[src/rtl/pipe_hazard_ctrl.sv]
// Hazard/forwarding controller for an in-order pipeline: scoreboard of in-flight writers, stall/flush/freeze, forward selects.
// Optional feature macro: HAZ_FWD_EN (defined = operand forwarding enabled, only load-use stalls).
module pipe_hazard_ctrl #(
  parameter int AW       = 5,
  parameter int DEPTH    = 3,
  parameter int LOAD_LAT = 1,
  parameter int CNTW     = 16,
  localparam int FSW     = $clog2(DEPTH)
) (
  input  logic            clk_i,
  input  logic            rst_i,
  input  logic            id_valid_i,
  input  logic [AW-1:0]   id_rs1_i,
  input  logic [AW-1:0]   id_rs2_i,
  input  logic            id_use_rs1_i,
  input  logic            id_use_rs2_i,
  input  logic [AW-1:0]   id_rd_i,
  input  logic            id_regwrite_i,
  input  logic            id_is_load_i,
  input  logic            ex_branch_taken_i,
  input  logic            mem_busy_i,
  output logic            stall_f_o,
  output logic            stall_d_o,
  output logic            flush_d_o,
  output logic            flush_e_o,
  output logic            freeze_o,
  output logic [FSW-1:0]  fwd_a_sel_o,
  output logic [FSW-1:0]  fwd_b_sel_o,
  output logic [CNTW-1:0] perf_stall_cnt_o,
  output logic [CNTW-1:0] perf_flush_cnt_o
);

  // Entry k describes the instruction k stages past decode (1 = execute, DEPTH = writeback).
  logic [DEPTH:1] sb_v_q;
  logic [AW-1:0]  sb_rd_q [1:DEPTH];
`ifdef HAZ_FWD_EN
  logic [DEPTH:1] sb_ld_q;
`else
  logic           unused_load_flag;
  assign unused_load_flag = id_is_load_i;
`endif

  logic [FSW-1:0]  fwd_a_q, fwd_a_d;
  logic [FSW-1:0]  fwd_b_q, fwd_b_d;
  logic [CNTW-1:0] stall_cnt_q, flush_cnt_q;
  logic            haz, hit_a, hit_b;
  logic            stall_f, stall_d, flush_d, flush_e, freeze;

  function automatic logic match(input int k, input logic [AW-1:0] r);
    return sb_v_q[k] && (sb_rd_q[k] == r) && (r != '0);
  endfunction

  // Scan oldest to youngest so the youngest matching producer overwrites the select.
  always_comb begin
    haz     = 1'b0;
    hit_a   = 1'b0;
    hit_b   = 1'b0;
    fwd_a_d = '0;
    fwd_b_d = '0;
    for (int k = DEPTH; k >= 1; k--) begin
      hit_a = id_use_rs1_i && match(k, id_rs1_i);
      hit_b = id_use_rs2_i && match(k, id_rs2_i);
`ifdef HAZ_FWD_EN
      if ((hit_a || hit_b) && sb_ld_q[k] && (k <= LOAD_LAT)) haz = 1'b1;
      if (k <= DEPTH - 1) begin
        if (hit_a) fwd_a_d = FSW'(k);
        if (hit_b) fwd_b_d = FSW'(k);
      end
`else
      if ((hit_a || hit_b) && (k <= DEPTH - 1)) haz = 1'b1;
`endif
    end
    if (!id_valid_i) begin
      haz     = 1'b0;
      fwd_a_d = '0;
      fwd_b_d = '0;
    end
  end

  // id_valid_i qualifies every id_* input; stall_d_o is the only backpressure toward decode.
  always_comb begin
    stall_f = 1'b0;
    stall_d = 1'b0;
    flush_d = 1'b0;
    flush_e = 1'b0;
    freeze  = 1'b0;
    if (rst_i) begin
      flush_d = 1'b1;
      flush_e = 1'b1;
    end else if (mem_busy_i) begin
      freeze  = 1'b1;
      stall_f = 1'b1;
      stall_d = 1'b1;
    end else if (ex_branch_taken_i) begin
      flush_d = 1'b1;
      flush_e = 1'b1;
    end else if (haz) begin
      stall_f = 1'b1;
      stall_d = 1'b1;
      flush_e = 1'b1;
    end
  end

  always_ff @(posedge clk_i) begin
    if (rst_i) begin
      sb_v_q <= '0;
      for (int k = 1; k <= DEPTH; k++) sb_rd_q[k] <= '0;
`ifdef HAZ_FWD_EN
      sb_ld_q <= '0;
`endif
      fwd_a_q     <= '0;
      fwd_b_q     <= '0;
      stall_cnt_q <= '0;
      flush_cnt_q <= '0;
    end else if (!mem_busy_i) begin
      for (int k = DEPTH; k >= 2; k--) begin
        sb_v_q[k]  <= sb_v_q[k-1];
        sb_rd_q[k] <= sb_rd_q[k-1];
`ifdef HAZ_FWD_EN
        sb_ld_q[k] <= sb_ld_q[k-1];
`endif
      end
      sb_v_q[1]  <= !flush_e && id_valid_i && id_regwrite_i && (id_rd_i != '0);
      sb_rd_q[1] <= id_rd_i;
`ifdef HAZ_FWD_EN
      sb_ld_q[1] <= id_is_load_i;
`endif
      fwd_a_q <= flush_e ? '0 : fwd_a_d;
      fwd_b_q <= flush_e ? '0 : fwd_b_d;
      if (ex_branch_taken_i) begin
        if (flush_cnt_q != '1) flush_cnt_q <= flush_cnt_q + 1'b1;
      end else if (haz) begin
        if (stall_cnt_q != '1) stall_cnt_q <= stall_cnt_q + 1'b1;
      end
    end
  end

  assign stall_f_o        = stall_f;
  assign stall_d_o        = stall_d;
  assign flush_d_o        = flush_d;
  assign flush_e_o        = flush_e;
  assign freeze_o         = freeze;
  assign fwd_a_sel_o      = fwd_a_q;
  assign fwd_b_sel_o      = fwd_b_q;
  assign perf_stall_cnt_o = stall_cnt_q;
  assign perf_flush_cnt_o = flush_cnt_q;

endmodule

[config.mk]
export PLATFORM = sky130hd
export DESIGN_NAME = pipe_hazard_ctrl
export DESIGN_NICKNAME = d
export VERILOG_FILES = /design/src/rtl/pipe_hazard_ctrl.sv
export SDC_FILE = /design/constraint.sdc
export NUM_CORES = 1
export LEC_CHECK = 0
export CELL_PAD_IN_SITES_DETAIL_PLACEMENT = 0
export CELL_PAD_IN_SITES_GLOBAL_PLACEMENT = 2
export CORE_MARGIN = 3
export CORE_UTILIZATION = 28
export CTS_CLUSTER_DIAMETER = 100
export CTS_CLUSTER_SIZE = 20
export DETAILED_ROUTE_END_ITERATION = 10
export PLACE_DENSITY_LB_ADDON = 0.1
export SLEW_MARGIN = 20
export SYNTH_ARGS = -nofsm -noshare
export SYNTH_HDL_FRONTEND = slang
export SYNTH_SLANG_ARGS = --single-unit
export TNS_END_PERCENT = 10
[constraint.sdc]
create_clock -name clk_i -period 2.8 [get_ports clk_i]
set_input_delay 0.28 -clock clk_i [delete_from_list [all_inputs] [get_ports clk_i]]
set_output_delay 0.28 -clock clk_i [all_outputs]
set_load 0.01 [all_outputs]
==> results of run 1 <==
[worst paths after layout]
path / startpoint / to / slack [ns] / cells after the start
hold / removal: perf_stall_cnt_o[8]$_SDFFE_PP0P_ / perf_stall_cnt_o[8]$_SDFFE_PP0P_ / 0.50 / 2
hold reg to reg: perf_stall_cnt_o[8]$_SDFFE_PP0P_ / perf_stall_cnt_o[8]$_SDFFE_PP0P_ / 0.50 / 2
setup / recovery: id_rs2_i[4] / stall_d_o / 0.05 / 8
setup reg to reg: sb_rd_q[1][2]$_SDFFCE_PN0P_ / perf_stall_cnt_o[5]$_SDFFE_PP0P_ / 0.43 / 8
[metrics by stage]
stage / utilization [%] / setup TNS, ns / hold WS [ns] / cell area [um2]
floorplan: - / 0 / 0.4315 / 2354
global placement: 38.27 / 0 / 0.4820 / 3034
detailed placement: 38.27 / -0.05649 / 0.4872 / 3034
CTS: 39.58 / 0 / 0.5000 / 3138
global route: 39.77 / -0.06293 / 0.5330 / 3153
finish: 39.77 / 0 / 0.4952 / 3153
[per-layer routing]
layer  GRT usage (%)  vias to the layer above  routed length, um
met2           19.87                       49               2569
met1           16.38                      939               2799
met5               0                        -                  0
met4           3.195                        0                 63
li1                -                     1054                  -
met3           4.235                        5                347
[worst max-delay path: stages]
cell	delay, ns
clkdlybuf4s50_1	0.53
or4_1	0.15
o21ai_2	0.07
nor4_2	0.32
o21ai_1	0.09
a21bo_2	0.25
a21oi_1	0.21
clkdlybuf4s50_1	0.57
[power groups by stage]
stage	logic, mW	registers (mW)	clock network (mW)
global route	0.154	0.680	0.419
CTS	0.141	0.678	0.396
global placement	0.137	0.693	0
floorplan	0.0747	0.689	0
finish	0.139	0.677	0.375
detailed placement	0.137	0.693	0
[what timing repair did]
action	CTS	global route
resized for setup	3	4
setup endpoints to repair	2	3
setup buffers	1	0
endpoints found under the hold margin	0	0
pin swaps	1	0
[cells in the mapped netlist (2+ instances only)]
cell type and n:
and4_1 2, mux2i_1 2, and3_1 4, o21ai_1 6, or2_2 2, and2_1 11, a21oi_1 18, o31ai_1 14
o21ai_0 2, dfxtp_1 34, nand3_1 18, or4_1 16, nand4_1 4, nor2_1 22, clkbuf_1 5, nor3_1 3
ha_1 2, edfxtp_1 10, buf_4 5, xor2_1 15, xnor2_1 18, or3_1 5, nand2_1 12, inv_1 6
nor4_1 8, buf_2 7, nor2b_1 2
[state kept, by name, indices dropped and copies added, names as in the netlist]
signal	cells
perf_flush_cnt_o	16
perf_stall_cnt_o	16
sb_rd_q	10
sb_v_q	2
[logic make-up after synthesis]
logic type	Yosys count	share of synthesized area [%]
other	1	0.1601
AND/OR/NAND/NOR	111	26.28
buffers and inverters	24	5.342
adder cells (fa/ha/maj)	2	1.068
XOR/XNOR	33	12.34
flip-flops	44	41.88
AO/OA/AOI/OAI	44	11.59
multiplexers	3	1.335
[cell type report]
| type | count | area share (%) |
|---|---|---|
| multi-input combinational | 197 | 40.40 |
| clock inverter | 2 | 0.2381 |
| inverter | 6 | 0.7143 |
| timing repair buffer | 67 | 21.19 |
| clock buffer | 6 | 2.302 |
| tap | 102 | 4.048 |
| sequential | 44 | 31.11 |
==> out/qor.csv, run 1 <==
stage;metric;value;unit
die;Die H;97.46;um
yosys;Post-synth EDFFs;10;
yosys;Post-Syn Instances;262;
yosys;Synth warnings;0;
place;Port Buffers;59;
setup_path;WP data arrival;2.47;ns
die;die footprint;9498;um2
die;IO Pins;65;
setup_path;critical path capture point type;primary output;
timing;final hold viol count;0;
drt;ANT nets after route;0;
setup_path;data required time of the worst path;2.52;ns
power_and_ir_drop;PnR Total Power;1.191;mW
clock_network;Clk Latency, worst-skew pair;0.29;ns
power_and_ir_drop;Static Leak;1.056;nW
yosys;Synth Flop Type;dfxtp_1;
power_and_ir_drop;Reg power frac;56.9;%
clock_network;total CTS buffers;5;
power_and_ir_drop;Peak VDD IR;0.1612;mV
timing;Final setup viols;0;
power_and_ir_drop;internal power;0.9076;mW
clock_network;Root Buffer;clkbuf_8;
place;routability cong.;0.7900;
min_path;hold crit path type;reg -> reg;
timing;fmax;363.8;MHz
global_route;GRT overflow;0;
global_route;first-pass GRT wire length;9.860;mm
global_route;antenna violations before repair;0;
setup_path;Startpoint Class;input port;
drt;via count;2047;
drt;DRT iter0 DRCs;51;
die;row count;32;
timing;Final WS setup;0.05101;ns
yosys;register area share after synthesis;41.88;%
timing;Setup Skew;0.004649;ns
setup_path;critical path fanouts, max;3;
timing;post-route clock period utilization;98.18;%
place;dpl cells;415;
place;detailed placer's ending HPWL;4.269;mm
yosys;Syn Area/Cell;8.940;um2
final_layout;fin cells;424;
final_layout;most common cell after layout, fill and taps aside;clkdlybuf4s50_1;
yosys;share of the synthesized area in the top cell type;29.06;%
final_layout;most frequent cells in the layout;clkdlybuf4s50_1, dfxtp_1, nor2_1;
final_layout;fin nets;347;
power_and_ir_drop;Sw Ratio;23.81;%
final_layout;share of cells above drive strength 1;7.143;%
die;core area;7928;um2
setup_path;CP Class;in -> out;
yosys;mapped cell area;2342;um2
yosys;FFs w/ async S/R, synth;0;%
run;number of max-cap violations;0;
yosys;Cell variety after synth;36;
final_layout;area of the multi-input gates;1274;um2
final_layout;Diodes inserted;0;
clock_network;Post-CTS Hold Buffers;0;
clock_network;CTS clk-pin slew, worst paths;0.08;ns
drt;Via density;4.828;
global_route;largest net degree at the start of global routing;34;
yosys;Synth area leaders;dfxtp_1, edfxtp_1, xnor2_1, xor2_1, or4_1;
power_and_ir_drop;Logic pwr share;11.7;%
place;worst slack at placement;-0.02868;ns
global_route;vias in the first global route;2072;
timing;Max Transition Viols Final;0;
outcome;status;complete, no violations;
die;die width;97.46;um
power_and_ir_drop;Power per Cell Area;377.8;nW/um2
global_route;GR Util All Layers;12.54;%
timing;fin crit period;2.749;ns
power_and_ir_drop;clock power share;31.5;%
drt;final wirelength;5.779;mm
power_and_ir_drop;P_sw;0.2837;mW
final_layout;area taken by flip-flops and latches;980.9;um2
timing;RSZ-0062 raised after global routing;true;
die;Initial Util;29.55;%
drt;wire per inst;13.63;um
drt;DRT Pass-1 Iters;4;
final_layout;Area Overhead vs Synth;34.62;%
final_layout;fill cell count;831;
drt;# DRC;0;
timing;Slew @ Worst Pin;0.5951;ns
clock_network;CTS Buffer Depth;2;
clock_network;CTS tree;yes;
timing;Max-slew headroom;59.99;%
yosys;Synth area leader;dfxtp_1;
clock_network;H-Tree Depth;2;
clock_network;clock sink count;44;
yosys;#FFs+latches synth;44;
No activity file was read; power rests on OpenSTA's default activity.
==> run 2: changes to the inputs <==
--- a/config.mk
+++ b/config.mk
@@ -13,6 +13,7 @@
 export CTS_CLUSTER_SIZE = 20
 export DETAILED_ROUTE_END_ITERATION = 10
 export PLACE_DENSITY_LB_ADDON = 0.1
+export SKIP_LAST_GASP = 1
 export SLEW_MARGIN = 20
 export SYNTH_ARGS = -nofsm -noshare
 export SYNTH_HDL_FRONTEND = slang
==> run 2 against run 1 <==
Worst hold slack is essentially flat. Die area unchanged. Count of clock-buffer cells in the layout did not move. Clock power is essentially flat. Critical endpoint unchanged. Largest cell class unchanged. Highest routed layer unchanged.
==> out/qor.csv, run 2 (same netlist as run 1, synthesis figures left out) <==
stage;metric;value;unit;change
outcome;status;complete, no violations;;
place;Port Buffers;59;;unchanged
setup_path;CP Class;in -> out;;
timing;fin crit period;2.728;ns;-0.02056 ns
timing;total negative slack;0;ns;unchanged
die;core area;7928;um2;unchanged
drt;Via density;4.814;;-0.29%
setup_path;WP data arrival;2.45;ns;-0.02 ns
die;Initial Util;29.55;%;unchanged
timing;Slew @ Worst Pin;0.5953;ns;+0.0002156 ns
drt;DRT iter0 DRCs;51;;unchanged
timing;final hold viol count;0;;unchanged
die;row count;32;;unchanged
timing;Max Transition Viols Final;0;;unchanged
clock_network;Root Buffer;clkbuf_8;;
clock_network;H-Tree Depth;2;;unchanged
power_and_ir_drop;Static Leak;1.049;nW;-0.64%
place;detailed placer's ending HPWL;4.269;mm;unchanged
global_route;GR Util All Layers;12.54;%;unchanged
clock_network;Clk Latency, worst-skew pair;0.29;ns;about the same
final_layout;most frequent cells in the layout;clkdlybuf4s50_1, dfxtp_1, nor2_1;;
timing;Hold WS;0.4952;ns;-0.000001000 ns
die;die footprint;9498;um2;unchanged
drt;Top Layer Used;met4;;
power_and_ir_drop;Peak VDD IR;0.1612;mV;about the same
final_layout;share of cells above drive strength 1;7.143;%;unchanged
setup_path;critical path fanouts, max;3;;unchanged
drt;DRT Pass-1 Iters;4;;unchanged
clock_network;CTS clk-pin slew, worst paths;0.08;ns;about the same
timing;Final setup viols;0;;unchanged
global_route;vias in the first global route;2072;;unchanged
global_route;GRT overflow;0;;unchanged
final_layout;Area Overhead vs Synth;34.51;%;about the same
drt;met1 WL;2.816;mm;+0.61%
power_and_ir_drop;PnR Total Power;1.191;mW;about the same
die;IO Pins;65;;unchanged
drt;# DRC;0;;unchanged
min_path;hold crit path type;reg -> reg;;
place;routability cong.;0.7900;;unchanged
power_and_ir_drop;Power per Cell Area;378.2;nW/um2;about the same
run;number of max-cap violations;0;;unchanged
place;dpl cells;415;;unchanged
final_layout;fill cell count;832;;+0.12%
clock_network;clock sink count;44;;unchanged
setup_path;critical path capture point type;primary output;;
global_route;antenna violations before repair;0;;unchanged
clock_network;CTS Buffer Depth;2;;unchanged
timing;RSZ-0062 raised after global routing;true;;
timing;post-route clock period utilization;97.44;%;-0.73 points
die;die width;97.46;um;unchanged
timing;Max-slew headroom;59.98;%;about the same
setup_path;data required time of the worst path;2.52;ns;about the same
final_layout;most common cell after layout, fill and taps aside;clkdlybuf4s50_1;;
global_route;largest net degree at the start of global routing;34;;unchanged
timing;fmax;366.5;MHz;+0.75%
final_layout;fin cells;424;;unchanged
drt;ANT nets after route;0;;unchanged
clock_network;CTS tree;yes;;
setup_path;Startpoint Class;input port;;
final_layout;fin nets;347;;unchanged
drt;routed wire length on met3;335;um;-3.5%
die;Die H;97.46;um;unchanged
clock_network;Post-CTS Hold Buffers;0;;unchanged
clock_network;total CTS buffers;5;;unchanged
drt;wire per inst;13.63;um;about the same
final_layout;Diodes inserted;0;;unchanged
global_route;first-pass GRT wire length;9.860;mm;unchanged
timing;Setup Skew;0.004623;ns;-0.00002534 ns
drt;via count;2041;;-0.29%
drt;wire length on met2;2.562;mm;-0.27%
drt;final wirelength;5.778;mm;about the same
## run 2: cell types whose count changed in the layout (fill, tap and decap cells not counted)
cell,previous run,this run
clkdlybuf4s50_1,57,58
dlymetal6s2s_1,2,1
## run 2: layout make-up
cell class / count / area (um2) / share of cell area, %
Tap cell: 102 / 127.6 / 4.051
Inverter: 6 / 22.52 / 0.7149
Clock buffer: 6 / 72.57 / 2.303
Clock inverter: 2 / 7.507 / 0.2383
Sequential cell: 44 / 980.9 / 31.14
Multi-Input combinational cell: 197 / 1274 / 40.43
Timing Repair Buffer: 67 / 665.6 / 21.13
## run 2: power breakdown
part           internal (mW)  total (mW)  switching (mW)
clock                  0.170       0.375           0.204
combinational         0.0746       0.139          0.0647
sequential             0.663       0.677          0.0146
## run 2: routing by layer
metal,vias up,track usage [%]
li1,1054,-
met1,935,16.38
met2,47,19.87
met3,5,4.235
met4,0,3.195
met5,-,0
## run 2: worst max-delay path, stage by stage
cell and delay, ns:
clkdlybuf4s50_1 0.46, or4_1 0.56, o21ai_2 0.18, nor4_2 0.08, o21ai_1 0.13, a21bo_2 0.19
a21oi_1 0.09, clkdlybuf4s50_1 0.48
## run 2: through the flow
stage / setup WS [ns] / cell area [um2] / utilization [%]
4_1_cts: 0.02374 / 3138 / 39.58
2_1_floorplan: 0.5765 / 2354 / -
3_3_place_gp: 0.0008349 / 3034 / 38.27
6_report: 0.07157 / 3151 / 39.74
5_1_grt: -0.06293 / 3151 / 39.74
3_5_place_dp: -0.02868 / 3034 / 38.27
## run 2: final timing paths
kind                                          from                          endpoint  slack (ns)  cells past startpoint
setup / recovery                       id_rs2_i[1]                         stall_d_o        0.07                      8
setup reg to reg       sb_rd_q[1][2]$_SDFFCE_PN0P_  perf_stall_cnt_o[5]$_SDFFE_PP0P_        0.43                      8
hold reg to reg   perf_stall_cnt_o[8]$_SDFFE_PP0P_  perf_stall_cnt_o[8]$_SDFFE_PP0P_        0.50                      2
hold / removal    perf_stall_cnt_o[8]$_SDFFE_PP0P_  perf_stall_cnt_o[8]$_SDFFE_PP0P_        0.50                      2
## run 2: repair_timing
item                       4_1_cts  5_1_grt
gates resized for setup          3        3
buffers inserted                 1        0
pin swaps                        1        0
setup endpoints to repair        2        3
==> edit, RTL diff (config.mk and constraints of run 2) <==
Change the parameter `AW` from 5 to 7.
--- a/src/rtl/pipe_hazard_ctrl.sv
+++ b/src/rtl/pipe_hazard_ctrl.sv
@@ -3,3 +3,3 @@
 module pipe_hazard_ctrl #(
-  parameter int AW       = 5,
+  parameter int AW       = 7,
   parameter int DEPTH    = 3,
Ports: changed (resized id_rd_i, id_rs1_i and id_rs2_i); port bits go from 65 to 71. No check against the original RTL was run, so the function may have changed too.
==> edit against run 2 <==
Critical path depth rose by 1. Routed wire length is 12% higher. Design area up 13%. Global-route usage up 0.095 points. Largest power group unchanged. Worst setup slack improved by 0.11 ns. Sequential share of layout area fell by 0.073 points. Sequential cell count rose by 4. Combinational power increased by 21%. Clock power grew 34%. Utilization grew 0.13 points. Fmax increased by 4.4%. Area after synthesis grew 11%. Power rose by 20%.
==> edit: results (changes against run 2) <==
[synth]
postSynthCellCount=282  ; was 262
muxShareOfSynthArea_pct=3.31  ; was 1.34%
synth-edff-count=14  ; was 10
seq_area_frac_synth_pct=42.3  ; was 41.9%
synth.distinct_cells=43  ; was 36
synthTopCellsByCount=nor2_1, dfxtp_1, xnor2_1  ; was dfxtp_1, nor2_1, a21oi_1, nand3_1, xnor2_1
synth-xor-area-share_pct=14.5  ; was 12.3%
synth_adder_area_share_pct=0.961  ; was 1.07%

[pwr]
clk-power_uw=504  ; was 375 uW
power_density_nw_per_um2=402  ; was 378 nW/um^2
power.switching_uw=333  ; was 284 uW
vdd_drop_max_uv=229  ; was 161 uV
powerComb_uw=168  ; was 139 uW

[hold_path]
hold_end=sb_v_q[1]$_SDFFE_PP0N_  ; was perf_stall_cnt_o[8]$_SDFFE_PP0P_
hold_start=sb_v_q[1]$_SDFFE_PP0N_  ; was perf_stall_cnt_o[8]$_SDFFE_PP0P_

[route]
wl_per_cell_um=13.9  ; was 13.6 um
wl_met3_um=283  ; was 335 um
wl_met2_mm=3.00  ; was 2.56 mm
drt-met1-wl_mm=3.08  ; was 2.82 mm
drt_iter0_markers=84  ; was 51

[global_routing]
grt_pass1_wl_mm=10.4  ; was 9.86 mm
grt_usage_pct=12.6  ; was 12.5%
met2_usage_pct=20.5  ; was 19.9%
grt.met3_usage_pct=3.00  ; was 4.24%
use_met1_pct=16.4  ; about the same
grt_max_degree=33  ; was 34

[setup_path]
r2r-start=sb_rd_q[1][1]$_SDFFCE_PN0P_  ; was sb_rd_q[1][2]$_SDFFCE_PN0P_
slowest_stage=clkdlybuf4s50_1  ; was or4_1
rrSetupSlack_ns=0.45  ; was 0.43 ns
crit_fanout=4  ; was 3
r2r_end=perf_stall_cnt_o[6]$_SDFFE_PP0P_  ; was perf_stall_cnt_o[5]$_SDFFE_PP0P_
startpoint=id_rs1_i[0]  ; was id_rs2_i[1]

[sta]
period_needed_ns=2.61  ; was 2.73 ns

[status]
outcome=complete, no violations  ; unchanged

[place]
gp_congestion=0.772  ; was 0.790
dp_hpwl_mm=5.01  ; was 4.27 mm
pre_cts_slack_ns=0.0856  ; was -0.0287 ns

[clock_network]
cts_setup_buffers=0  ; was 1
post_cts_resized=0  ; was 3
clk_pin_slew_ns=0.09

[final_layout]
fill_cells=923  ; was 832
final_cells=467  ; was 424
drive_above_1_share_pct=8.64  ; was 7.14%
final_nets=390  ; was 347

[edit: cell types whose count changed in the layout (fill, tap and decap cells not counted), sizes merged, moves of 8 or more]
cell	before	now
nor2	22	37
or4	16	1
xnor2	18	33
o31ai	14	0
nand4	4	14
a21oi	18	10
[edit: cells by family after synthesis]
| family | count (synthesis) |
|---|---|
| and+or+nand+nor | 133 |
| DFF | 48 |
| xor gates and xnor gates | 43 |
| AOI/OAI and AO/OA | 27 |
| buffers and inverters | 20 |
| muxes | 8 |
| adders and majority gates | 2 |
| other | 1 |
[edit: cell type report]
| type | instances | area, sq um | share of cell area, % |
|---|---|---|---|
| Tap cell | 108 | 135 | 3.81 |
| Inverter | 8 | 30.0 | 0.847 |
| Timing Repair Buffer | 78 | 748 | 21.1 |
| Clock buffer | 5 | 68.8 | 1.94 |
| Clock inverter | 3 | 42.5 | 1.20 |
| Multi-Input combinational cell | 217 | 1420 | 40.0 |
| Sequential cell | 48 | 1100 | 31.1 |
